## config.mk

```make
export PLATFORM = sky130hd
export DESIGN_NAME = shift_deserializer
export DESIGN_NICKNAME = d
export VERILOG_FILES = /design/src/rtl/shift_deserializer_pkg.sv /design/src/rtl/shift_deserializer_word_holding_reg.sv /design/src/rtl/shift_deserializer.sv
export SDC_FILE = /design/constraint.sdc
export NUM_CORES = 1
export LEC_CHECK = 0
export BUFFER_PORTS_ARGS = -buffer_cell sky130_fd_sc_hd__buf_2
export CAP_MARGIN = 20
export CORE_ASPECT_RATIO = 1.25
export CORE_MARGIN = 2
export CORE_UTILIZATION = 45
export CTS_BUF_LIST = sky130_fd_sc_hd__clkbuf_16
export CTS_CLUSTER_SIZE = 10
export DETAILED_ROUTE_END_ITERATION = 12
export GPL_ROUTABILITY_DRIVEN = 1
export HOLD_SLACK_MARGIN = 0.05
export PLACE_DENSITY = 0.75
export SLEW_MARGIN = 0
export SYNTH_ARGS = -nofsm -noshare
export SYNTH_HDL_FRONTEND = slang
export SYNTH_HIERARCHICAL = 1
export SYNTH_SLANG_ARGS = --single-unit
```

## constraint.sdc

```tcl
create_clock -name clk -period 1.9 [get_ports clk]
set_clock_uncertainty 0.1 [all_clocks]
set_input_delay 0.38 -clock clk [delete_from_list [all_inputs] [get_ports clk]]
set_output_delay 0.38 -clock clk [all_outputs]
set_load 0.01 [all_outputs]
```

## src/rtl/shift_deserializer_pkg.sv

```systemverilog
// Shared constants for the serial-to-parallel deserializer stage.
// Bit-order encoding matches the upstream shift register's i_sht_lr input.
// FSM state encoding for the word assembly machine.
package shift_deserializer_pkg;

    // Bit order, same encoding as the upstream shift register direction.
    localparam logic ORDER_LSB_FIRST = 1'b1;
    localparam logic ORDER_MSB_FIRST = 1'b0;

    // Assembly FSM states.
    localparam logic [0:0] ST_IDLE    = 1'b0;
    localparam logic [0:0] ST_COLLECT = 1'b1;

endpackage

```

## src/rtl/shift_deserializer_word_holding_reg.sv

```systemverilog
// One-entry valid/ready output register; loads completed words, flags dropped ones.
// Latency: a word loaded at edge N is visible with o_valid=1 from cycle N+1.
// Backpressure: a load while full and not being accepted is dropped; o_overrun is sticky.
// Ports: i_clr sync clear; i_load/i_load_data new word; i_ready consumer accept;
//        o_data/o_valid held word; o_overrun sticky drop flag.
module word_holding_reg #(
    parameter int W = 32
) (
    input  logic         clk,
    input  logic         rst_n,
    input  logic         i_clr,
    input  logic         i_load,
    input  logic [W-1:0] i_load_data,
    input  logic         i_ready,
    output logic [W-1:0] o_data,
    output logic         o_valid,
    output logic         o_overrun
);

    logic [W-1:0] data_q, data_d;
    logic         valid_q, valid_d;
    logic         ovr_q, ovr_d;

    always_comb begin
        data_d  = data_q;
        valid_d = valid_q;
        ovr_d   = ovr_q;
        if (i_clr) begin
            data_d  = '0;
            valid_d = 1'b0;
            ovr_d   = 1'b0;
        end else if (i_load) begin
            // Room exists if empty, or if the held word leaves this same cycle.
            if (!valid_q || i_ready) begin
                data_d  = i_load_data;
                valid_d = 1'b1;
            end else begin
                ovr_d = 1'b1;
            end
        end else if (valid_q && i_ready) begin
            // Data is left in place after acceptance; only valid drops.
            valid_d = 1'b0;
        end
    end

    always_ff @(posedge clk or negedge rst_n) begin
        if (!rst_n) begin
            data_q  <= '0;
            valid_q <= 1'b0;
            ovr_q   <= 1'b0;
        end else begin
            data_q  <= data_d;
            valid_q <= valid_d;
            ovr_q   <= ovr_d;
        end
    end

    assign o_data    = data_q;
    assign o_valid   = valid_q;
    assign o_overrun = ovr_q;

endmodule

```

## src/rtl/shift_deserializer.sv

```systemverilog
// Rebuilds BUS_WIDTH-bit words from a qualified serial stream, LSB- or MSB-first.
// Latency: one cycle from the last bit of a word to o_data_valid.
// Backpressure: none toward the serial side; undeliverable words are dropped, o_overrun set.
// Ports: i_shift/i_valid serial input, i_sht_lr bit order (latched per word), i_clr sync clear;
//        o_data/o_data_valid/i_data_ready output handshake; o_busy, o_bit_cnt, o_overrun status.
module shift_deserializer
    import shift_deserializer_pkg::*;
#(
    parameter int BUS_WIDTH = 32,
    parameter int CNT_W     = $clog2(BUS_WIDTH + 1)
) (
    input  logic                 clk,
    input  logic                 rst_n,
    input  logic                 i_clr,
    input  logic                 i_sht_lr,
    input  logic                 i_shift,
    input  logic                 i_valid,
    output logic [BUS_WIDTH-1:0] o_data,
    output logic                 o_data_valid,
    input  logic                 i_data_ready,
    output logic                 o_busy,
    output logic [CNT_W-1:0]     o_bit_cnt,
    output logic                 o_overrun
);

    localparam logic [CNT_W-1:0] LAST_CNT = CNT_W'(BUS_WIDTH - 1);

    logic [0:0]           state_q, state_d;
    logic [CNT_W-1:0]     cnt_q, cnt_d;
    logic [BUS_WIDTH-1:0] sreg_q, sreg_d;
    logic                 order_q, order_d;
    logic                 busy_q, busy_d;
    logic                 order_eff;
    logic                 word_done;

    // The first bit of a word takes the live order; later bits use the latched one.
    assign order_eff = (state_q == ST_IDLE) ? i_sht_lr : order_q;

    always_comb begin
        state_d   = state_q;
        cnt_d     = cnt_q;
        sreg_d    = sreg_q;
        order_d   = order_q;
        word_done = 1'b0;
        if (i_clr) begin
            state_d = ST_IDLE;
            cnt_d   = '0;
            sreg_d  = '0;
            order_d = ORDER_LSB_FIRST;
        end else if (i_valid) begin
            order_d = order_eff;
            if (order_eff == ORDER_LSB_FIRST) begin
                sreg_d = {i_shift, sreg_q[BUS_WIDTH-1:1]};
            end else begin
                sreg_d = {sreg_q[BUS_WIDTH-2:0], i_shift};
            end
            if (cnt_q == LAST_CNT) begin
                cnt_d     = '0;
                state_d   = ST_IDLE;
                word_done = 1'b1;
            end else begin
                cnt_d   = cnt_q + CNT_W'(1);
                state_d = ST_COLLECT;
            end
        end
        busy_d = (cnt_d != '0);
    end

    always_ff @(posedge clk or negedge rst_n) begin
        if (!rst_n) begin
            state_q <= ST_IDLE;
            cnt_q   <= '0;
            sreg_q  <= '0;
            order_q <= ORDER_LSB_FIRST;
            busy_q  <= 1'b0;
        end else begin
            state_q <= state_d;
            cnt_q   <= cnt_d;
            sreg_q  <= sreg_d;
            order_q <= order_d;
            busy_q  <= busy_d;
        end
    end

    // The completed word is the post-shift value, so it is handed over in the same cycle.
    word_holding_reg #(
        .W (BUS_WIDTH)
    ) u_hold (
        .clk         (clk),
        .rst_n       (rst_n),
        .i_clr       (i_clr),
        .i_load      (word_done),
        .i_load_data (sreg_d),
        .i_ready     (i_data_ready),
        .o_data      (o_data),
        .o_valid     (o_data_valid),
        .o_overrun   (o_overrun)
    );

    assign o_busy    = busy_q;
    assign o_bit_cnt = cnt_q;

endmodule

```

==> impl_metrics.json <==
{
  "violations": "negative setup slack",
  "synth-async-reset-ratio_pct": 100.0,
  "cts_buffers": 9,
  "endpoint_kind": "flop",
  "synth_top_family_by_area": "multiplexers",
  "synth-seq-cells": 75,
  "clk_path_buf_depth": 2,
  "start_util_pct": 45.85,
  "drtIter0Drc": 213,
  "critPathBufInv": 2,
  "cts_tree": "yes",
  "wl_per_cell_um": 16.15,
  "finalCriticalPeriod_ns": 1.905,
  "power_leakage_nw": 2.066,
  "area_growth_syn_to_layout_pct": 24.61,
  "synth_nets": 344,
  "grt_pass1_wl_um": 12500,
  "place_inst": 469,
  "clk_pin_slew_ns": 0.06,
  "core_mm2": 0.008194,
  "crit_path_start_kind": "flop",
  "clk_latency_ns": 0.33,
  "drive_gt1_share_pct": 28.28,
  "vias_per_cell": 5.331,
  "rsz0062_at_grt": "true",
  "synth-edff-count": 0,
  "yosysWarnings": 6,
  "synthMuxAreaShare_pct": 18.22,
  "synth_fa_ha_area_share_pct": 0.3330,
  "syn-cell-area_mm2": 0.003757,
  "chipHeight_um": 106.2,
  "cp_data_required_time_ns": 2.05,
  "synth-seq-area-share_pct": 49.98,
  "port_buffers": 47,
  "ir_drop_uv": 507.1,
  "grt_pass1_vias": 2576,
  "ios": 48,
  "overflow": 0,
  "status": "complete, but fails checks",
  "maxCapViolations": 0,
  "cpMaxStageDelayCell": "dfrtp_1",
  "clock-sinks": 75,
  "hold-worst-slack_ns": 0.2674,
  "arrival_ns": 2.05,
  "synth_ff_type": "dfrtp_1",
  "period_share_pct": 100.3,
  "vias": 2628,
  "die_x_um": 85.73,
  "synth_compound_area_share_pct": 8.258,
  "hold_violations": 0,
  "synth.distinct_cells": 35,
  "synth.avg_cell_area_um2": 11.18,
  "worst-path-max-fanout": 8,
  "fp.dieArea_mm2": 0.009101,
  "drtPass1Iterations": 4,
  "synth_cells": 336,
  "synth_xor_area_share_pct": 0.6993,
  "finalSetupViolCount": 1,
  "cp_cell_sequence": "ha_4 -> nand3_4 -> nor4_4 -> nor2b_4 -> buf_12 -> clkbuf_16 -> mux2i_1",
  "hold_class": "in -> reg",
  "relSlewSlack_pct": 63.89,
  "fin_nets": 399,
  "root_buffer": "clkbuf_16",
  "placementRows": 37,
  "grt_max_degree": 91,
  "ant_nets": 0,
  "num_antenna_cells": 0,
  "antenna_found_initial": 0,
  "drt_wl_total_um": 7964,
  "yosys.area_share.simple_pct": 17.22,
  "finalMaxSlewViolations": 0,
  "final_cell_count_no_fill": 493,
  "hpwl_um": 4772,
  "worst_pin_slew_ns": 0.5371,
  "cts-htree-levels": 3,
  "powerDensity_mw_per_mm2": 807.4,
  "cpLargestDelayFamily": "simple AND/OR/NAND/NOR gates",
  "max_stage_delay_ns": 0.39,
  "drc": 0,
  "setup_ws_ns": -0.005358,
  "grt_usage_pct": 17.53,
  "max_freq_mhz": 524.8,
  "place.gp.congestion": 0.8742,
  "criticalPathCategory": "reg -> reg"
}
==> worst paths after layout <==
check | from | to | slack, ns | depth (start not counted)
max reg2reg | o_bit_cnt[1] | u_hold/o_data[14] | -0.005 | 7
min reg2reg | u_hold/o_overrun | u_hold/o_overrun | 0.41 | 2
max in group asynchronous | rst_n | sreg_q[1] | 0.72 | 3
min | i_data_ready | u_hold/o_valid | 0.27 | 4
min in group asynchronous | rst_n | u_hold/o_data[27] | 0.45 | 2
max | o_bit_cnt[1] | u_hold/o_data[14] | -0.005 | 7
==> power breakdown <==
| group | leakage, nW | switching, mW | internal, mW | total [mW] |
|---|---|---|---|---|
| clock network | 0.139 | 0.668 | 1.01 | 1.68 |
| logic | 0.910 | 0.225 | 0.177 | 0.401 |
| registers | 1.02 | 0.0466 | 1.65 | 1.70 |
==> cell usage after synthesis (2+ instances only) <==
library cell  instances  area, µm²
dfrtp_1              74       1852
mux2i_1              65      650.6
nand2b_1             64      400.4
nor2_1               43      161.4
a211oi_1             32      240.2
clkbuf_1             13      48.80
a21oi_1               3      15.01
buf_1                 3      11.26
buf_12                3      60.06
buf_2                 3      15.01
buf_8                 3      45.04
inv_1                 2      7.510
nand2_1               2      7.510
nand3_1               2      10.01
nand4_1               2      12.51
or3_1                 2      12.51
xnor2_1               2      17.52
==> timing repair <==
action	in CTS	in global routing
buffers inserted	1	3
resized for setup	0	24
pin swaps	0	2
cloned	0	3
hold buffers	1	0
setup endpoints to repair	5	32
endpoints found under the hold margin	31	0
==> registers in the layout (all words and copies together) (netlist names) <==
signal and cells:
sreg_q 32, u_hold/o_valid 1, state_q 1, u_hold/o_data 32, order_q 1, o_bit_cnt 6
u_hold/o_overrun 1, o_busy 1
==> cell type report <==
cell class / count / area, µm²
timing repair buffer: 70 / 565.5
fill: 657 / 3512
multi-input combinational: 233 / 1817
tap: 97 / 121.4
clock inverter: 7 / 67.56
inverter: 2 / 7.507
sequential: 75 / 1878
clock buffer: 9 / 225.2
==> worst reg2reg max path: cells and delay by family (launching register included) <==
family        cells  cell delay (ns)
simple gates      3             0.63
flops             1             0.39
buf+inv           2             0.32
mux               1             0.21
fa+ha+maj         1             0.18
==> logic make-up (layout without fill, tap and decap cells) <==
kind of cell             Yosys count  in the layout
flip-flops                        75             75
AO/OA/AOI/OAI                     42             42
XOR/XNOR                           3              3
adder cells (fa/ha/maj)            1              1
buffers and inverters             28             88
multiplexers                      67             67
AND/OR/NAND/NOR                  120            120
==> metrics by stage <==
step                area, µm²  power, mW  utilization, %  setup slack (ns)    TNS, ns
global route             4682      3.930           57.14          -0.07780     -1.106
global placement         4136      2.080           50.48            0.1447          0
floorplan                3764      1.973               -           0.03978          0
detailed placement       4136      2.093           50.48           0.01464          0
CTS                      4447      3.773           54.27           0.01485          0
finish                   4682      3.780           57.14         -0.005358  -0.005358
==> cells in the final DEF (no fill, tap or decap), types with 2 or more instances in the layout <==
cell        instances
a21oi_1             3
clkinvlp_4          2
nor2b_4             2
nand4_1             2
nand2_1             2
mux2i_2             3
buf_2              46
mux2i_1            62
xnor2_1             2
buf_4              12
buf_12              8
clkbuf_16          12
dfrtp_1            74
a211oi_2           16
nand2b_1           64
nor2_1             43
clkinv_2            2
inv_1               2
a211oi_1           16
or3_1               2
==> layer usage <==
layer  share of wire, %  up-vias  GRT usage [%]  routed length, µm
met5                  0        -              0                  0
met4                1.5        0          7.256                119
met3                2.6        7          5.047                205
met2                 52       41          27.73               4148
met1                 44     1307          22.48               3491
li1                   -     1273              -                  -
Power figures use the tool's default switching activity.
